### config.mk
export PLATFORM = sky130hd
export DESIGN_NAME = vls_sp_arbiter
export DESIGN_NICKNAME = d
export VERILOG_FILES = /design/src/rtl/vls_sp_arbiter.sv
export SDC_FILE = /design/constraint.sdc
export NUM_CORES = 1
export LEC_CHECK = 0
export CORE_ASPECT_RATIO = 0.6
export CORE_UTILIZATION = 30
export CTS_CLUSTER_SIZE = 14
export DETAILED_ROUTE_END_ITERATION = 8
export HOLD_SLACK_MARGIN = 0.15
export SYNTH_ARGS = -nofsm -noshare
export SYNTH_HDL_FRONTEND = slang
export SYNTH_SLANG_ARGS = --single-unit
### constraint.sdc
create_clock -name CLK -period 3.9 [get_ports CLK]
set_input_delay 1.17 -clock CLK [delete_from_list [all_inputs] [get_ports CLK]]
set_output_delay 1.17 -clock CLK [all_outputs]
set_load 0.05 [all_outputs]
### src/rtl/vls_sp_arbiter.sv
// Round-robin arbiter and sequencer for the single scratchpad access port.
// One command is accepted per grant; the scratchpad is driven until sp_dhit or timeout.
module vls_sp_arbiter #(
  parameter int NREQ   = 3,
  parameter int ADDR_W = 16,
  parameter int DATA_W = 16,
  parameter int TO_CYC = 255
) (
  input  logic                     CLK,
  input  logic                     RST,
  input  logic [NREQ-1:0]          req_valid,
  input  logic [NREQ-1:0]          req_we,
  input  logic [NREQ*ADDR_W-1:0]   req_addr,
  input  logic [NREQ*DATA_W-1:0]   req_wdata,
  output logic [NREQ-1:0]          req_ready,
  output logic                     rsp_valid,
  output logic [2:0]               rsp_id,
  output logic                     rsp_err,
  output logic [DATA_W-1:0]        rsp_rdata,
  output logic                     sp_req,
  output logic                     sp_we,
  output logic [ADDR_W-1:0]        sp_addr,
  output logic [DATA_W-1:0]        sp_wdata,
  input  logic                     sp_dhit,
  input  logic [DATA_W-1:0]        sp_rdata,
  output logic                     busy
);

  localparam int IDX_W = (NREQ > 1) ? $clog2(NREQ) : 1;
  localparam logic [IDX_W:0]   NREQ_W  = (IDX_W+1)'(NREQ);
  localparam logic [IDX_W-1:0] LAST_ID = IDX_W'(NREQ - 1);
  localparam logic [7:0]       TO_LAST = 8'(TO_CYC - 1);

  typedef enum logic {
    IDLE = 1'b0,
    BUSY = 1'b1
  } state_t;

  state_t              state;
  logic [IDX_W-1:0]    rr_ptr;
  logic [7:0]          to_cnt;
  logic                lat_we;
  logic [ADDR_W-1:0]   lat_addr;
  logic [DATA_W-1:0]   lat_wdata;
  logic [IDX_W-1:0]    lat_id;

  logic                gnt_any;
  logic [IDX_W-1:0]    gnt_idx;
  logic [IDX_W-1:0]    rr_next;
  logic [ADDR_W-1:0]   addr_arr  [NREQ];
  logic [DATA_W-1:0]   wdata_arr [NREQ];

  always_comb begin
    for (int i = 0; i < NREQ; i++) begin
      addr_arr[i]  = req_addr[i*ADDR_W +: ADDR_W];
      wdata_arr[i] = req_wdata[i*DATA_W +: DATA_W];
    end
  end

  // First valid requester found scanning upward from rr_ptr, wrapping at NREQ.
  always_comb begin
    logic [IDX_W:0] sum;
    gnt_any = 1'b0;
    gnt_idx = '0;
    sum     = '0;
    for (int k = 0; k < NREQ; k++) begin
      sum = {1'b0, rr_ptr} + (IDX_W+1)'(k);
      if (sum >= NREQ_W) sum = sum - NREQ_W;
      if (!gnt_any && req_valid[sum[IDX_W-1:0]]) begin
        gnt_any = 1'b1;
        gnt_idx = sum[IDX_W-1:0];
      end
    end
  end

  always_comb begin
    req_ready = '0;
    if (state == IDLE && gnt_any) req_ready[gnt_idx] = 1'b1;
  end

  assign rr_next = (lat_id == LAST_ID) ? '0 : lat_id + IDX_W'(1);

  always_ff @(posedge CLK) begin
    if (RST) begin
      state     <= IDLE;
      rr_ptr    <= '0;
      to_cnt    <= '0;
      lat_we    <= 1'b0;
      lat_addr  <= '0;
      lat_wdata <= '0;
      lat_id    <= '0;
      rsp_valid <= 1'b0;
      rsp_err   <= 1'b0;
      rsp_id    <= '0;
      rsp_rdata <= '0;
    end else begin
      rsp_valid <= 1'b0;
      rsp_err   <= 1'b0;
      rsp_id    <= '0;
      rsp_rdata <= '0;
      case (state)
        IDLE: begin
          if (gnt_any) begin
            lat_we    <= req_we[gnt_idx];
            lat_addr  <= addr_arr[gnt_idx];
            lat_wdata <= wdata_arr[gnt_idx];
            lat_id    <= gnt_idx;
            to_cnt    <= '0;
            state     <= BUSY;
          end
        end
        BUSY: begin
          // A hit on the timeout cycle still completes as a success.
          if (sp_dhit) begin
            rsp_valid <= 1'b1;
            rsp_id    <= 3'(lat_id);
            rsp_rdata <= lat_we ? '0 : sp_rdata;
            rr_ptr    <= rr_next;
            state     <= IDLE;
          end else if (to_cnt == TO_LAST) begin
            rsp_valid <= 1'b1;
            rsp_err   <= 1'b1;
            rsp_id    <= 3'(lat_id);
            rr_ptr    <= rr_next;
            state     <= IDLE;
          end else begin
            to_cnt <= to_cnt + 8'd1;
          end
        end
        default: state <= IDLE;
      endcase
    end
  end

  // Scratchpad side is driven only while BUSY so it reads zero otherwise.
  assign busy     = (state == BUSY);
  assign sp_req   = busy;
  assign sp_we    = busy & lat_we;
  assign sp_addr  = busy ? lat_addr  : '0;
  assign sp_wdata = busy ? lat_wdata : '0;

endmodule
==> results of run 1 <==
synth_stat cells (all sizes together):
| cell type | instances |
|---|---|
| a211oi | 1 |
| a21oi | 6 |
| a22o | 34 |
| a22oi | 2 |
| and2 | 51 |
| and3 | 2 |
| and4 | 2 |
| buf | 22 |
| clkbuf | 7 |
| conb | 1 |
| dfxtp | 66 |
| ha | 6 |
| inv | 5 |
| mux2 | 2 |
| mux2i | 35 |
| nand2 | 39 |
| nand2b | 1 |
| nand3 | 2 |
| nand3b | 4 |
| nand4 | 4 |
| nor2 | 21 |
| nor2b | 3 |
| nor3 | 4 |
| nor3b | 1 |
| nor4b | 2 |
| nor4bb | 1 |
| o211ai | 1 |
| o21a | 33 |
| o21ai | 4 |
| o221ai | 1 |
| o31a | 2 |
| o31ai | 1 |
| o41a | 1 |
| or2 | 2 |
| or3 | 1 |
| xor2 | 5 |
how the worst min path moves through the flow:
stage,from,endpoint,slack (ns)
global placement,lat_wdata[2]$_SDFFE_PP0P_,lat_wdata[2]$_SDFFE_PP0P_,0.45
finish,lat_addr[5]$_SDFFE_PP0P_,lat_addr[5]$_SDFFE_PP0P_,0.47
detailed placement,lat_wdata[1]$_SDFFE_PP0P_,lat_wdata[1]$_SDFFE_PP0P_,0.45
floorplan,lat_addr[13]$_SDFFE_PP0P_,lat_addr[13]$_SDFFE_PP0P_,0.44
CTS,lat_addr[5]$_SDFFE_PP0P_,lat_addr[5]$_SDFFE_PP0P_,0.47
global route,lat_addr[11]$_SDFFE_PP0P_,lat_addr[11]$_SDFFE_PP0P_,0.48
where the power goes:
group	internal, W	switching, W
Combinational	0.000362	0.000400
Clock	0.000558	0.000305
Sequential	0.000743	0.0000376
Total	0.00166	0.000742
sequential cells by signal, indices dropped and copies added, names as in the netlist:
name and count:
rsp_err 1, rsp_id 2, lat_id 2, rsp_rdata 16, rsp_valid 1, to_cnt 8
busy 1, lat_wdata 16, rr_ptr 2, lat_we 1, lat_addr 16
critical path: cells and delay by family:
family                 cells  cell delay [ns]
buffers and inverters      3             0.53
AO/OA/AOI/OAI              1             0.15
AND/OR/NAND/NOR            1             0.23
multiplexers               2             0.58
layout by cell type, fill, tap and decap left out, drive strengths merged, types with 6 or more instances in the layout:
cell / instances
o21a: 33
clkbuf: 9
nor2: 21
a21oi: 6
a22o: 34
ha: 6
mux2i: 35
buf: 28
and2: 51
clkdlybuf4s50: 165
nand2: 39
dfxtp: 66
logic make-up after synthesis:
family                   count (synthesis)  share of synthesized area [%]
other                                    1                          0.108
adder cells (fa/ha/maj)                  6                           2.17
flip-flops                              66                           38.1
AND/OR/NAND/NOR                        140                           22.1
buffers and inverters                   34                           5.78
AO/OA/AOI/OAI                           86                           19.5
multiplexers                            37                           11.0
XOR/XNOR                                 5                           1.26
layer usage:
layer	vias to the layer above	track usage (%)	part of all wire (%)	routed length, µm
met1	1503	23.3	48	5200
met5	-	0	0	0
met4	0	5.14	1.2	134
met2	130	29.9	44	4710
met3	13	5.47	7.2	783
li1	1660	-	-	-
repair_timing:
action                     in CTS  in global routing
setup buffers                   2                  0
gates resized for setup        10                  0
setup endpoints to repair       3                  0
through the flow:
step                cell area, µm²  power, W  cells  setup WS [ns]
floorplan                     3480   0.00126    375        -0.0281
global placement              5420   0.00154    679         -0.234
detailed placement            5420   0.00155    679         -0.263
CTS                           5780   0.00243    697         0.0670
global route                  5780   0.00252    697        0.00392
finish                        5780   0.00240    697         0.0570
final cells by class:
type                       instances  area (µm²)  share of cell area [%]
sequential                        66        1320                    22.9
clock buffer                       9         225                    3.90
tap                              139         174                    3.01
clock inverter                     7        93.8                    1.62
timing repair buffer             196        1940                    33.6
inverter                           5        18.8                   0.325
multi-input combinational        275        2010                    34.7
==> out/qor.csv, run 1 <==
metric,value,unit
Critical path origin,req_valid[0],
fill count,995,
startpoint class of the critical path,input port,
R2R setup slack,0.97,ns
antenna cells,0,
Detail Route Antenna Nets,0,
PortBufs,178,
post-synthesis sequential area ratio,38.1,%
FF-to-FF Start,rr_ptr[1]$_SDFFE_PP0P_,
vias,3306,
H-tree Lvls,3,
Overflow after GRT,0,
hold_buf cts,0,
hpwl dp,7990,µm
Synth Area per Inst,9.24,µm²
Worst-path clk slew,0.05,ns
Starting Density,31.8,%
unrepaired setup endpoints after global routing,no,
Max Fanout on Critical Path,5,
Final period util,98.5,%
initial antenna violation count,0,
root cell of the clock tree,clkbuf_16,
first-pass GRT wire length,16900,µm
outcome,"complete, no violations",
Final Hold Violating Endpoints,0,
Synth cell types,45,
"FF+latch count, synth",66,
TritonCTS Buffers,9,
Synth area leader,dfxtp_1,
Setup crit end kind,output port,
# rows,29,
CP Class,input port to output port,
final WL,10800,µm
PwrDens,416,mW/mm²
first-iteration detailed-routing DRC count,172,
wire per inst,15.5,µm
Skew-Pair Late Insertion Delay,0.33,ns
endpoints failing setup,0,
CP most frequent cell,mux2_4,
Peak VDD IR,0.206,mV
largest stage delay on the critical path,0.31,ns
Clock Sinks,66,
vias in the first global route,3360,
Synth Cell Area,0.00346,mm²
hold path depth,1,
Yosys warnings,0,
Final min period,3.84,ns
worst hold margin,0.467,ns
Vias/cell,4.74,
Slew @ Worst Pin,0.665,ns
share of the synthesized area in the top cell type,38.1,%
nets@finish,680,
layout cell share with drive strength beyond 1,10.9,%
Area Growth Syn to Fin,66.8,%
Worst Hold Class,flip-flop to flip-flop,
clk buf depth,2,
Finished Core Util,53.1,%
GRT Util Overall,18.2,%
Worst path slowest cell,mux2_4,
worst r2r path cells,10,
Pre-antenna DRT Iters,4,
IO Pins,180,
largest net degree at the start of global routing,41,
Max-slew headroom,55.5,%
skew final,0.00582,ns
maxcap violations,0,
worst path cell trace,dlygate4sd2_1 > mux2_4 > mux2_4 > buf_4 > o221ai_4 > and3_4 > buf_12,
area of the core,0.0109,mm²
"Slew Viols, Final",0,
final estimated routing congestion in global placement,0.756,
Synth area leaders,"dfxtp_1, mux2i_1, and2_1",
final setup TNS,0,ns
DIE WIDTH,141,µm
Peak Freq,260,MHz
leakage power,2.31,nW
required time of the critical path,2.73,ns
Synth Instances,375,
detailed-route DRC error count,0,
die area,0.0120,mm²
die height,85.2,µm
crit path capture,req_ready[1],
Syn Nets,502,
FF-to-FF End,lat_wdata[13]$_SDFFE_PP0P_,
CTS tree,yes,
"Data arrival, critical path",2.67,ns
Power figures use the tool's default switching activity.
==> run 2, diff against run 1 <==
--- a/config.mk
+++ b/config.mk
@@ -9,7 +9,8 @@
 export CORE_UTILIZATION = 30
 export CTS_CLUSTER_SIZE = 14
 export DETAILED_ROUTE_END_ITERATION = 8
-export HOLD_SLACK_MARGIN = 0.15
+export HOLD_SLACK_MARGIN = 0.1
+export MAX_ROUTING_LAYER = met4
 export SYNTH_ARGS = -nofsm -noshare
 export SYNTH_HDL_FRONTEND = slang
 export SYNTH_SLANG_ARGS = --single-unit
==> run 2 against run 1 <==
- global-route usage up 0.54 points
- sequential cell count unchanged
- critical path depth unchanged
- power about the same
- hold slack about the same
- die area unchanged
- clock power about the same
- largest power group unchanged
==> out/qor.csv, run 2 (synthesis results as in run 1) <==
metric,value,unit,change
outcome,"complete, no violations",,
largest stage delay on the critical path,0.31,ns,about the same
die area,0.0120,mm²,unchanged
"Slew Viols, Final",0,,unchanged
detailed-route DRC error count,0,,unchanged
area of the core,0.0109,mm²,unchanged
layout cell share with drive strength beyond 1,10.9,%,unchanged
vias,3311,,+0.15%
# rows,29,,unchanged
endpoints failing setup,0,,unchanged
Pre-antenna DRT Iters,4,,unchanged
Top Registers,"lat_addr: 16 flops, lat_wdata: 16 flops, rsp_rdata: 16 flops",,
kind of cell adding the most delay to the critical path,multiplexers,,
Finished Core Util,53.1,%,unchanged
hold_buf cts,0,,unchanged
CTS tree,yes,,
fill count,995,,unchanged
Final Hold Violating Endpoints,0,,unchanged
unrepaired setup endpoints after global routing,no,,
CP Class,input port to output port,,
Max Fanout on Critical Path,5,,unchanged
Final min period,3.84,ns,-0.000376 ns
PwrDens,416,mW/mm²,about the same
antenna cells,0,,unchanged
Worst path slowest cell,mux2_4,,
Max-slew headroom,54.3,%,-1.3 points
skew final,0.00509,ns,-0.000730 ns
H-tree Lvls,3,,unchanged
Overflow after GRT,0,,unchanged
Clock Sinks,66,,unchanged
final WL,10800,µm,-0.29%
clk buf depth,2,,unchanged
wire per inst,15.5,µm,-0.29%
root cell of the clock tree,clkbuf_16,,
Worst Hold Class,flip-flop to flip-flop,,
die height,85.2,µm,unchanged
DIE WIDTH,141,µm,unchanged
final estimated routing congestion in global placement,0.766,,+1.3%
CP most frequent cell,mux2_4,,
GRT Util Overall,18.8,%,+0.54 points
initial antenna violation count,0,,unchanged
leakage power,2.31,nW,unchanged
vias in the first global route,3371,,+0.33%
startpoint class of the critical path,input port,,
Peak VDD IR,0.203,mV,-1.1%
maxcap violations,0,,unchanged
required time of the critical path,2.73,ns,about the same
Worst-path clk slew,0.05,ns,about the same
Final period util,98.5,%,about the same
Peak Freq,260,MHz,about the same
nets@finish,680,,unchanged
first-pass GRT wire length,16800,µm,-0.28%
Detail Route Antenna Nets,0,,unchanged
hpwl dp,7990,µm,unchanged
Starting Density,31.8,%,unchanged
first-iteration detailed-routing DRC count,217,,+26%
PortBufs,178,,unchanged
TritonCTS Buffers,9,,unchanged
Setup crit end kind,output port,,
IO Pins,180,,unchanged
final setup TNS,0,ns,unchanged
largest net degree at the start of global routing,41,,unchanged
"commonest non-fill, non-tap cells in the layout","clkdlybuf4s50_1, dfxtp_1, and2_1",,
Area Growth Syn to Fin,66.8,%,unchanged
"most common cell after layout, fill and taps aside",clkdlybuf4s50_1,,
Skew-Pair Late Insertion Delay,0.33,ns,about the same
"Data arrival, critical path",2.67,ns,about the same
Vias/cell,4.75,,+0.15%
Worst Path Buf+Inv,3,,unchanged
Slew @ Worst Pin,0.684,ns,+0.0189 ns
worst path cell trace,dlygate4sd2_1 > mux2_4 > mux2_4 > buf_4 > o221ai_4 > and3_4 > buf_12,,
run 2: cell counts in the layout (fill, tap and decap cells not counted):
No cell type changed its count.
run 2: power by group:
group / internal [W] / switching (W) / total, W
combinational: 0.000362 / 0.000401 / 0.000763
clock: 0.000558 / 0.000301 / 0.000859
sequential: 0.000743 / 0.0000377 / 0.000780
run 2: area by class of cell:
cell class / instances / area (µm²) / area share (%)
Timing Repair Buffer: 196 / 1940 / 33.6
Multi-Input combinational cell: 275 / 2010 / 34.7
Clock buffer: 9 / 225 / 3.90
Tap cell: 139 / 174 / 3.01
Inverter: 5 / 18.8 / 0.325
Clock inverter: 7 / 93.8 / 1.62
Sequential cell: 66 / 1320 / 22.9
run 2: worst paths after layout:
check	from	depth (start not counted)	endpoint	slack [ns]
hold / removal	lat_addr[5]$_SDFFE_PP0P_	1	lat_addr[5]$_SDFFE_PP0P_	0.47
setup / recovery	req_valid[0]	7	req_ready[1]	0.06
hold reg to reg	lat_addr[5]$_SDFFE_PP0P_	1	lat_addr[5]$_SDFFE_PP0P_	0.47
setup reg to reg	rr_ptr[1]$_SDFFE_PP0P_	10	lat_wdata[13]$_SDFFE_PP0P_	0.97
run 2: per-stage QoR:
step	power [W]	worst slack (ns)	area, µm²	hold slack (ns)	std cells
5_1_grt	0.00252	0.00392	5780	0.483	697
3_3_place_gp	0.00154	-0.234	5420	0.452	679
2_1_floorplan	0.00126	-0.0281	3480	0.440	375
6_report	0.00240	0.0574	5780	0.467	697
4_1_cts	0.00243	0.0670	5780	0.473	697
3_5_place_dp	0.00155	-0.263	5420	0.455	679
run 2: worst register-to-register path, stage by stage (launching register included):
cell and delay (ns):
dfxtp_1 0.38, inv_1 0.08, ha_1 0.27, mux2_4 0.33, mux2_4 0.31, buf_4 0.15
o221ai_4 0.15, buf_4 0.54, mux2i_1 0.34, nand2_1 0.08, a22o_1 0.19
run 2: what timing repair did:
action	in CTS	in global routing
setup buffers	2	0
gates resized for setup	10	0
endpoints found under the setup margin	3	0
run 2: metal layers:
metal	wire length, µm	part of all wire (%)	GRT usage (%)
met2	4680	43	29.8
met4	132	1.2	5.24
met3	733	6.8	4.97
met5	0	0	-
met1	5250	49	23.5
